==> config.mk <==
export PLATFORM = sky130hd
export DESIGN_NAME = riscv_muldiv
export DESIGN_NICKNAME = d
export VERILOG_FILES = /design/src/rtl/riscv_muldiv_pkg.sv /design/src/rtl/riscv_muldiv_divu_iter.sv /design/src/rtl/riscv_muldiv.sv
export SDC_FILE = /design/constraint.sdc
export NUM_CORES = 1
export LEC_CHECK = 0
export ABC_AREA = 0
export ABC_CLOCK_PERIOD_IN_PS = 3600
export BUFFER_PORTS_ARGS = -buffer_cell sky130_fd_sc_hd__buf_2
export CAP_MARGIN = 20
export CORE_AREA = 2 2 238 240
export CTS_BUF_LIST = sky130_fd_sc_hd__clkbuf_8
export DETAILED_ROUTE_END_ITERATION = 8
export DIE_AREA = 0 0 240 242
export PLACE_DENSITY = 0.63
export SYNTH_ARGS = -nofsm -noshare
export SYNTH_HDL_FRONTEND = slang
export SYNTH_SLANG_ARGS = --single-unit
==> constraint.sdc <==
create_clock -name clk -period 3.6 [get_ports clk]
set_clock_uncertainty 0.15 [all_clocks]
set_input_delay 0.18 -clock clk [delete_from_list [all_inputs] [get_ports clk]]
set_output_delay 0.18 -clock clk [all_outputs]
set_load 0.02 [all_outputs]
==> src/rtl/riscv_muldiv_pkg.sv <==
// Shared definitions for the iterative RV M-extension unit: funct3 codes, FSM states, op helpers.
package riscv_muldiv_pkg;

  localparam logic [2:0] OP_MUL    = 3'b000;
  localparam logic [2:0] OP_MULH   = 3'b001;
  localparam logic [2:0] OP_MULHSU = 3'b010;
  localparam logic [2:0] OP_MULHU  = 3'b011;
  localparam logic [2:0] OP_DIV    = 3'b100;
  localparam logic [2:0] OP_DIVU   = 3'b101;
  localparam logic [2:0] OP_REM    = 3'b110;
  localparam logic [2:0] OP_REMU   = 3'b111;

  typedef enum logic [2:0] {
    S_IDLE,
    S_PREP,
    S_MUL,
    S_DIV,
    S_FIX,
    S_DONE
  } state_t;

  function automatic logic is_div(input logic [2:0] op);
    return op[2];
  endfunction

endpackage

==> src/rtl/riscv_muldiv_divu_iter.sv <==
// Unsigned restoring divider: one quotient bit per cycle, XLEN cycles after start.
module riscv_divu_iter #(
  parameter int unsigned XLEN = 32
) (
  input  logic            clk,
  input  logic            rst_n,
  input  logic            start,
  input  logic [XLEN-1:0] dividend,
  input  logic [XLEN-1:0] divisor,
  output logic            done,
  output logic [XLEN-1:0] q,
  output logic [XLEN-1:0] r
);

  localparam int unsigned   CW   = $clog2(XLEN);
  localparam logic [CW-1:0] LAST = CW'(XLEN - 1);

  logic            run;
  logic [CW-1:0]   cnt;
  logic [XLEN-1:0] rem;
  logic [XLEN-1:0] quo;
  logic [XLEN-1:0] dsr;
  logic [XLEN:0]   shifted;
  logic [XLEN:0]   trial;

  // rem < divisor always holds, so the trial MSB is set exactly when the subtraction borrows
  assign shifted = {rem, quo[XLEN-1]};
  assign trial   = shifted - {1'b0, dsr};
  assign done    = run && (cnt == LAST);
  assign q       = quo;
  assign r       = rem;

  always_ff @(posedge clk or negedge rst_n) begin
    if (!rst_n) begin
      run <= 1'b0;
      cnt <= '0;
      rem <= '0;
      quo <= '0;
      dsr <= '0;
    end else if (start) begin
      run <= 1'b1;
      cnt <= '0;
      rem <= '0;
      quo <= dividend;
      dsr <= divisor;
    end else if (run) begin
      if (trial[XLEN]) begin
        rem <= shifted[XLEN-1:0];
        quo <= {quo[XLEN-2:0], 1'b0};
      end else begin
        rem <= trial[XLEN-1:0];
        quo <= {quo[XLEN-2:0], 1'b1};
      end
      cnt <= cnt + 1'b1;
      if (done) run <= 1'b0;
    end
  end

endmodule

==> src/rtl/riscv_muldiv.sv <==
// Iterative RV M-extension unit (MUL/MULH/MULHSU/MULHU/DIV/DIVU/REM/REMU) with valid/ready on both sides.
// Optional MULDIV_REUSE_EN keeps the last div-class result so a matching DIV/REM completes in one cycle.
module riscv_muldiv
  import riscv_muldiv_pkg::*;
#(
  parameter int unsigned XLEN     = 32,
  parameter int unsigned MUL_STEP = 2
) (
  input  logic            clk,
  input  logic            rst_n,
  input  logic            in_valid,
  output logic            in_ready,
  input  logic [2:0]      in_op,
  input  logic [XLEN-1:0] in_a,
  input  logic [XLEN-1:0] in_b,
  output logic            out_valid,
  input  logic            out_ready,
  output logic [XLEN-1:0] out_result,
  output logic            busy
);

  localparam int unsigned     MUL_CYC  = XLEN / MUL_STEP;
  localparam int unsigned     MCW      = $clog2(MUL_CYC);
  localparam logic [MCW-1:0]  MUL_LAST = MCW'(MUL_CYC - 1);
  localparam logic [XLEN-1:0] MIN_NEG  = {1'b1, {(XLEN-1){1'b0}}};

  state_t state, state_nxt;

  logic            accept;
  logic            reuse_hit;
  logic [XLEN-1:0] hit_q_val;
  logic [XLEN-1:0] hit_r_val;
  logic [2:0]      op_q;
  logic [XLEN-1:0] a_q, b_q;
  logic            hit_q;
  logic            sign_q, sign_r;
  logic            spec_flag;
  logic [XLEN-1:0] spec_q, spec_r;
  logic [2*XLEN-1:0] acc;
  logic [XLEN-1:0] mcand;
  logic [MCW-1:0]  mul_cnt;

  logic            a_signed, b_signed, a_neg, b_neg;
  logic [XLEN-1:0] mag_a, mag_b;
  logic            div_zero, div_ovf, special;
  logic            div_start, div_done;
  logic [XLEN-1:0] div_q, div_r;

  logic [MUL_STEP-1:0]        digit;
  logic [XLEN+MUL_STEP-1:0]   partial, hi_sum;
  logic [2*XLEN+MUL_STEP-1:0] wide;
  logic [2*XLEN-1:0]          acc_step, prod;
  logic [XLEN-1:0]            fin_q, fin_r, fix_result;

  assign accept    = in_valid && in_ready;
  assign in_ready  = (state == S_IDLE);
  assign out_valid = (state == S_DONE);
  assign busy      = (state != S_IDLE);

`ifdef MULDIV_REUSE_EN
  logic            keep_valid, keep_signed;
  logic [XLEN-1:0] keep_a, keep_b, keep_q, keep_r;

  assign reuse_hit = keep_valid && is_div(in_op) && (in_a == keep_a) && (in_b == keep_b)
                     && (keep_signed == !in_op[0]);
  assign hit_q_val = keep_q;
  assign hit_r_val = keep_r;

  always_ff @(posedge clk or negedge rst_n) begin
    if (!rst_n) begin
      keep_valid  <= 1'b0;
      keep_signed <= 1'b0;
      keep_a      <= '0;
      keep_b      <= '0;
      keep_q      <= '0;
      keep_r      <= '0;
    end else if (state == S_FIX && is_div(op_q) && !hit_q) begin
      keep_valid  <= 1'b1;
      keep_signed <= !op_q[0];
      keep_a      <= a_q;
      keep_b      <= b_q;
      keep_q      <= fin_q;
      keep_r      <= fin_r;
    end
  end
`else
  assign reuse_hit = 1'b0;
  assign hit_q_val = '0;
  assign hit_r_val = '0;
`endif

  // Operand magnitudes and sign bookkeeping, used while in PREP
  always_comb begin
    a_signed = 1'b0;
    b_signed = 1'b0;
    if (is_div(op_q)) begin
      a_signed = !op_q[0];
      b_signed = !op_q[0];
    end else if (op_q == OP_MULH) begin
      a_signed = 1'b1;
      b_signed = 1'b1;
    end else if (op_q == OP_MULHSU) begin
      a_signed = 1'b1;
    end
    a_neg    = a_signed && a_q[XLEN-1];
    b_neg    = b_signed && b_q[XLEN-1];
    mag_a    = a_neg ? -a_q : a_q;
    mag_b    = b_neg ? -b_q : b_q;
    div_zero = (b_q == '0);
    div_ovf  = !op_q[0] && (a_q == MIN_NEG) && (b_q == '1);
    special  = is_div(op_q) && (div_zero || div_ovf);
  end

  // Radix-2^MUL_STEP shift-add: add mcand*digit into the upper half, then shift right
  always_comb begin
    digit    = acc[MUL_STEP-1:0];
    partial  = {{MUL_STEP{1'b0}}, mcand} * {{XLEN{1'b0}}, digit};
    hi_sum   = {{MUL_STEP{1'b0}}, acc[2*XLEN-1:XLEN]} + partial;
    wide     = {hi_sum, acc[XLEN-1:0]};
    acc_step = wide[2*XLEN+MUL_STEP-1:MUL_STEP];
  end

  always_comb begin
    prod  = sign_q ? -acc : acc;
    fin_q = spec_flag ? spec_q : (sign_q ? -div_q : div_q);
    fin_r = spec_flag ? spec_r : (sign_r ? -div_r : div_r);
    if (hit_q) begin
      fin_q = hit_q_val;
      fin_r = hit_r_val;
    end
    if (is_div(op_q))        fix_result = op_q[1] ? fin_r : fin_q;
    else if (op_q == OP_MUL) fix_result = prod[XLEN-1:0];
    else                     fix_result = prod[2*XLEN-1:XLEN];
  end

  always_ff @(posedge clk or negedge rst_n) begin
    if (!rst_n) state <= S_IDLE;
    else        state <= state_nxt;
  end

  always_comb begin
    state_nxt = state;
    div_start = 1'b0;
    case (state)
      S_IDLE: if (accept) state_nxt = reuse_hit ? S_FIX : S_PREP;
      S_PREP: begin
        if (!is_div(op_q)) begin
          state_nxt = S_MUL;
        end else if (special) begin
          state_nxt = S_FIX;
        end else begin
          state_nxt = S_DIV;
          div_start = 1'b1;
        end
      end
      S_MUL:  if (mul_cnt == MUL_LAST) state_nxt = S_FIX;
      S_DIV:  if (div_done) state_nxt = S_FIX;
      S_FIX:  state_nxt = S_DONE;
      S_DONE: if (out_ready) state_nxt = S_IDLE;
      default: state_nxt = S_IDLE;
    endcase
  end

  always_ff @(posedge clk or negedge rst_n) begin
    if (!rst_n) begin
      op_q       <= '0;
      a_q        <= '0;
      b_q        <= '0;
      hit_q      <= 1'b0;
      sign_q     <= 1'b0;
      sign_r     <= 1'b0;
      spec_flag  <= 1'b0;
      spec_q     <= '0;
      spec_r     <= '0;
      acc        <= '0;
      mcand      <= '0;
      mul_cnt    <= '0;
      out_result <= '0;
    end else begin
      case (state)
        S_IDLE: if (accept) begin
          op_q  <= in_op;
          a_q   <= in_a;
          b_q   <= in_b;
          hit_q <= reuse_hit;
        end
        S_PREP: begin
          sign_q    <= a_neg ^ b_neg;
          sign_r    <= a_neg;
          spec_flag <= special;
          spec_q    <= div_zero ? '1 : a_q;
          spec_r    <= div_zero ? a_q : '0;
          acc       <= {{XLEN{1'b0}}, mag_b};
          mcand     <= mag_a;
          mul_cnt   <= '0;
        end
        S_MUL: begin
          acc     <= acc_step;
          mul_cnt <= mul_cnt + 1'b1;
        end
        S_FIX: out_result <= fix_result;
        default: ;
      endcase
    end
  end

  riscv_divu_iter #(.XLEN(XLEN)) u_divu (
    .clk      (clk),
    .rst_n    (rst_n),
    .start    (div_start),
    .dividend (mag_a),
    .divisor  (mag_b),
    .done     (div_done),
    .q        (div_q),
    .r        (div_r)
  );

endmodule

======== Yosys cells after proc, flatten, opt, wreduce, memory -nomap -nowiden ========
Index checks and enable logic that the tools add are counted.
storage, ports and cells
  register bits ........................... 371
  input bits .............................. 71
  output and inout bits ................... 35
  logic and storage cells ................. 101
operators by class
  $add $sub $neg .......................... 9
  multipliers ............................. 1
  equal/unequal tests ..................... 15
  mux-type cells .......................... 40
  bitwise logic cells ..................... 1
  reduce and logical (&&, ||, !) cells .... 17
operators with widths
  cell                                            number
  two-way mux 32 bit                              16
  negator 32 bit                                  4
  case mux 64 bit (2 select lines)                1
  == test 32 bit (second input constant)          2
  two-way mux 64 bit                              1
  negator 64 bit                                  1
  adder 32 x 34 -> 34 bit                         1
  multiplier 32 x 2 -> 34 bit                     1
  subtractor 33 x 32 -> 33 bit                    1
  logical NOT 32 bit                              1
  two-way mux 3 bit                               6
  case mux 3 bit (6 select lines)                 1
  two-way mux 1 bit                               12
  two-way mux 5 bit                               2
  == test 3 x 2 -> 1 bit (second input constant)  3
  case mux 4 bit (2 select lines)                 1
  logical AND 1 bit                               7
  == test 3 x 1 -> 1 bit (second input constant)  2
  == test 3 bit (second input constant)           2
  logical NOT 3 bit                               2
  adder 5 x 1 -> 5 bit (second input constant)    1
  == test 5 bit (second input constant)           1
  adder 4 x 1 -> 4 bit (second input constant)    1
  == test 4 bit (second input constant)           1
  other kinds (9)                                 12

======== Logic depth before layout (Yosys ltp) ========
  depth in word-level cells ............... 9
  gate-level depth with buffers ........... 16
  depth with buffers taken out ............ 14

======== Modules after synthesis ========
A second synthesis with hierarchy kept.
unflattened totals
  cell total of the unflattened synthesis .. 2931
  area total of the unflattened synthesis .. 25051.5 µm²
by module, submodules not included
  module           instances  cells each  area each (µm²)  seq. area each (µm²)
  riscv_muldiv     1          2210        18710.4          6731.5
  riscv_divu_iter  1          721         6341.1           2552.4

======== Worst setup path after synthesis ========
OpenSTA, ideal clock, no wires.
  path kind ............................... reg2reg
  start point ............................. reg acc[1]
  end point ............................... reg acc[61]
  setup time .............................. 0.122 ns
  data arrival time ....................... 3.595 ns
  required time ........................... 3.328 ns
  setup slack ............................. -0.266 ns
  stages on the path, launching flop included .. 15
  path buffers ............................ 2
  clock period less this slack ............ 3.866 ns
  cell sequence ........................... dfrtp_1 clkbuf_1 clkbuf_1 nand2_1 fa_1 fa_1 nand2b_1 a21oi_1 o31ai_1 a41oi_1 a31oi_1 o211ai_1 a31oi_1 nand2b_1 a32o_1
on the way
  word-level cells in the longest chain between the ends .. 3
ends and longest elaborated chain
  element                           RTL line             source
  start: declaration                riscv_muldiv.sv:39   logic [2*XLEN-1:0] acc;
  start signal: assignment          riscv_muldiv.sv:193  acc <= {{XLEN{1'b0}}, mag_b};
  start signal: assignment          riscv_muldiv.sv:198  acc <= acc_step;
  multiplier 32 x 2 -> 34 bit       riscv_muldiv.sv:117  partial = {{MUL_STEP{1'b0}}, mcand} * {{XLEN{1'b0}}, digit};
  adder 32 x 34 -> 34 bit           riscv_muldiv.sv:118  hi_sum = {{MUL_STEP{1'b0}}, acc[2*XLEN-1:XLEN]} + partial;
  case mux 64 bit (2 select lines)  riscv_muldiv.sv:180  case (state)
No other way between the ends.
A chain may end at the register's enable or synchronous reset.

======== Worst setup path in the final report ========
Same ends and word-level chain as after synthesis.

==> impl_metrics.csv <==
group,metric,value,unit
global_routing,grt_antenna_before_repair,5,
synthesis,avgSynthCellArea,8.61,um2
detailed_routing,vias,23633,
sta,max_freq,281,MHz
synthesis,ys_ff_latch,371,
power,combPwrFrac,64.7,%
critical_path,reg2reg_setup_slack,0.04,ns
cells_and_area,fin_nets,3395,
critical_path,path_max_fanout,10,
sta,tightest_slew,1.01,ns
synthesis,synth_top_flop_cell,"dfrtp_1",
place,place_congestion,1.03,
sta,timing.final.crit_share,99.0,%
detailed_routing,routed_wl,89900,um
power,power_leakage,13.6,nW
critical_path,crit_family,"compound AO/OA/AOI/OAI gates",
synthesis,async_flop_share,100,%
cells_and_area,final_common_cell,"nand2_1",
critical_path,critPathMostFrequentCell,"buf_12",
cts,clk_latency,0.67,ns
critical_path,critical_path_arrival,3.94,ns
power,p_switching,17.4,mW
critical_path,cp_cell_sequence,"buf_12 -> buf_12 -> nand2_2 -> fa_1 -> inv_2 -> ha_4 -> a21o_1 -> a21oi_2 -> o21ai_2 -> a221o_1 -> a31oi_4 -> o211ai_1 -> a31oi_1 -> buf_4 -> nand2b_1 -> a32o_1",
floorplan,rows,87,
synthesis,seq_area_frac_synth,37.4,%
global_routing,grt_pass1_vias,22590,
outcome,status,"finished, final reports clean",
place,pre_cts_ws,-0.260,ns
power,powerDensity,1130,nW/um2
global_routing,grt_overflow_total,0,
synthesis,mappedNetlistArea,24900,um2
floorplan,die_area,58100,um2
flow_run,maxCapViolations,0,
place,dpl.hpwl,67500,um
critical_path,crit_type,"reg -> reg",
global_routing,track_usage,30.6,%
power,seqPwrFrac,24.0,%
cts,cts_buffer_depth,3,
sta,postLayoutSetupSlackWorst,0.0367,ns
floorplan,io_pins,106,
floorplan,start_util,44.6,%
floorplan,fp.dieW,240,um
sta,rsz0062_at_grt,"true",
critical_path,crit_buf_inv,4,
sta,setup_viol,0,
detailed_routing,ant_nets,0,
power,ir_drop,0.553,mV
cells_and_area,final_cells,4024,
critical_path,cp_data_required_time,3.98,ns
cells_and_area,fill_cells,5068,
synthesis,synth-edff-count,0,
power,p_sw_share,50.2,%
detailed_routing,drt_first_iter_violations,2258,
cts,cts.root.buffer_cell,"clkbuf_8",
cts,cts_tree,"built",
sta,finalMaxSlewViolations,0,
global_routing,grt_pass1_wl,136000,um
global_routing,grt_max_degree,104,
detailed_routing,drc,0,
synthesis,synth_cell_type_count,83,
power,p_int,17.3,mW
synthesis,syn_nets,3063,
critical_path,crit_path_start_kind,"flip-flop",
synthesis,ys_warn_count,0,
cells_and_area,areaGrowthSynthToFinish,23.2,%
sta,hold_violations,0,
cts,htreeDepth,3,
sta,fin_crit,3.56,ns
critical_path,cp_slowest_cell,"fa_1",
cts,clk_pin_slew,0.06,ns
min_path,hp-class,"in -> async",
detailed_routing,wl_per_cell,22.3,um
power,p_clk_share,11.4,%
place,placedCellCount,3806,
sta,max-slew-margin-rel,32.7,%
place,port-buffer-count,105,
detailed_routing,viasPerCell,5.87,
sta,tns,0,ns
critical_path,worst_path_largest_cell_delay,0.54,ns
floorplan,core_area,55700,um2
synthesis,netlist_instances,2885,
cells_and_area,layout_common_cells,"nand2_1 (445), dfrtp_1 (366), o21ai_0 (294)",
critical_path,cp-end-kind,"flip-flop",
floorplan,die_y,242,um
sta,worst_hold_slack,0.0778,ns
cts,cts_sinks,371,
detailed_routing,firstDrtPassIters,6,
cts,cts_buffers,67,
cells_and_area,drive_above_1_share,20.8,%
-- cell families after synthesis --
family / after synthesis / share of synthesized area [%]
fa+ha+maj: 107 / 6.38
flops: 371 / 37.4
xor+xnor: 222 / 7.82
compound gates: 817 / 20.2
mux: 126 / 6.06
buf+inv: 341 / 5.23
simple gates: 901 / 17.0
-- layout make-up --
type	instances	area (um2)	share of cell area, %
inverters	159	597	1.95
flip-flops and latches	371	9290	30.3
clock buffers	78	1070	3.51
clock inverters	40	230	0.752
diodes	2	5.00	0.0163
repair buffers	445	3560	11.6
multi-input cells	2173	14900	48.7
well taps	756	946	3.09
-- timing repair --
action	CTS	global route
hold buffers	76	0
gates cloned	1	1
resized for setup	38	85
endpoints found under the hold margin	162	0
buffers inserted	13	8
pin swaps	20	45
setup endpoints to repair	16	48
-- final timing paths --
path | startpoint | to | cells after the start
max | acc[1]$_DFFE_PN0P_ | acc[61]$_DFFE_PN0P_ | 16
min | rst_n | u_divu.r[31]$_DFFE_PN0P_ | 2
max reg2reg | acc[1]$_DFFE_PN0P_ | acc[61]$_DFFE_PN0P_ | 16
min reg2reg | spec_r[30]$_DFFE_PN0N_ | spec_r[30]$_DFFE_PN0N_ | 2
max in group asynchronous | rst_n | spec_r[7]$_DFFE_PN0N_ | 3
min in group clk | in_a[1] | a_q[1]$_DFFE_PN0P_ | 4
-- metrics by stage --
step           util, %  power (mW)  area [um2]
5_1_grt           54.9        36.8       30600
6_report          54.9        34.7       30600
4_1_cts           54.1        33.6       30100
3_5_place_dp      49.8        29.1       27800
3_3_place_gp      49.8        28.7       27700
2_1_floorplan        -        20.8       24900
-- cell usage after synthesis (12+ instances only) --
library cell	n	area, um2
and2_1	13	81.3
nand3_1	70	350
clkbuf_1	159	597
ha_1	74	926
nand2_1	452	1700
o31ai_1	56	420
a31oi_1	19	119
xnor2_1	128	1120
a22oi_1	38	285
o21ai_0	308	1540
mux2i_1	48	480
a21o_1	22	165
a211oi_1	45	338
nor4_1	21	131
or2_2	12	75.1
or3_1	12	75.1
nor3_1	43	215
o211ai_1	21	158
fa_1	33	661
or4_1	20	150
nor2b_1	42	263
xor2_1	94	823
a21oi_1	184	921
inv_1	157	589
mux4_2	13	293
nand2b_1	25	156
mux2_2	65	732
dfrtp_1	371	9280
nand4_1	23	144
buf_2	13	65.1
nor2_1	121	454
and3_1	15	93.8
o41ai_1	20	175
-- per-layer routing --
metal	GRT usage [%]	vias to the layer above	wire [um]
li1	-	10837	-
met5	0	-	0
met1	43.5	11608	38900
met3	5.57	167	7380
met4	10.5	0	3200
met2	46.6	1021	40300
-- registers in the layout (all words and copies together) (netlist names) --
name,count
u_divu.q,32
out_result,32
u_divu.r,32
b_q,32
state,3
u_divu.dsr,32
acc,64
u_divu.run,1
mcand,32
op_q,3
spec_q,32
sign_q,1
a_q,32
spec_flag,1
spec_r,32
mul_cnt,4
sign_r,1
u_divu.cnt,5
-- power by group through the flow --
stage	Sequential [mW]	Clock [mW]	Combinational, mW
after floorplan	7.72	0	13.1
after global placement	8.22	0	20.5
after detailed placement	8.28	0	20.8
after CTS	8.23	4.02	21.3
after global routing	8.53	4.19	24.1
final	8.32	3.95	22.5
No activity file was read; power rests on OpenSTA's default activity.
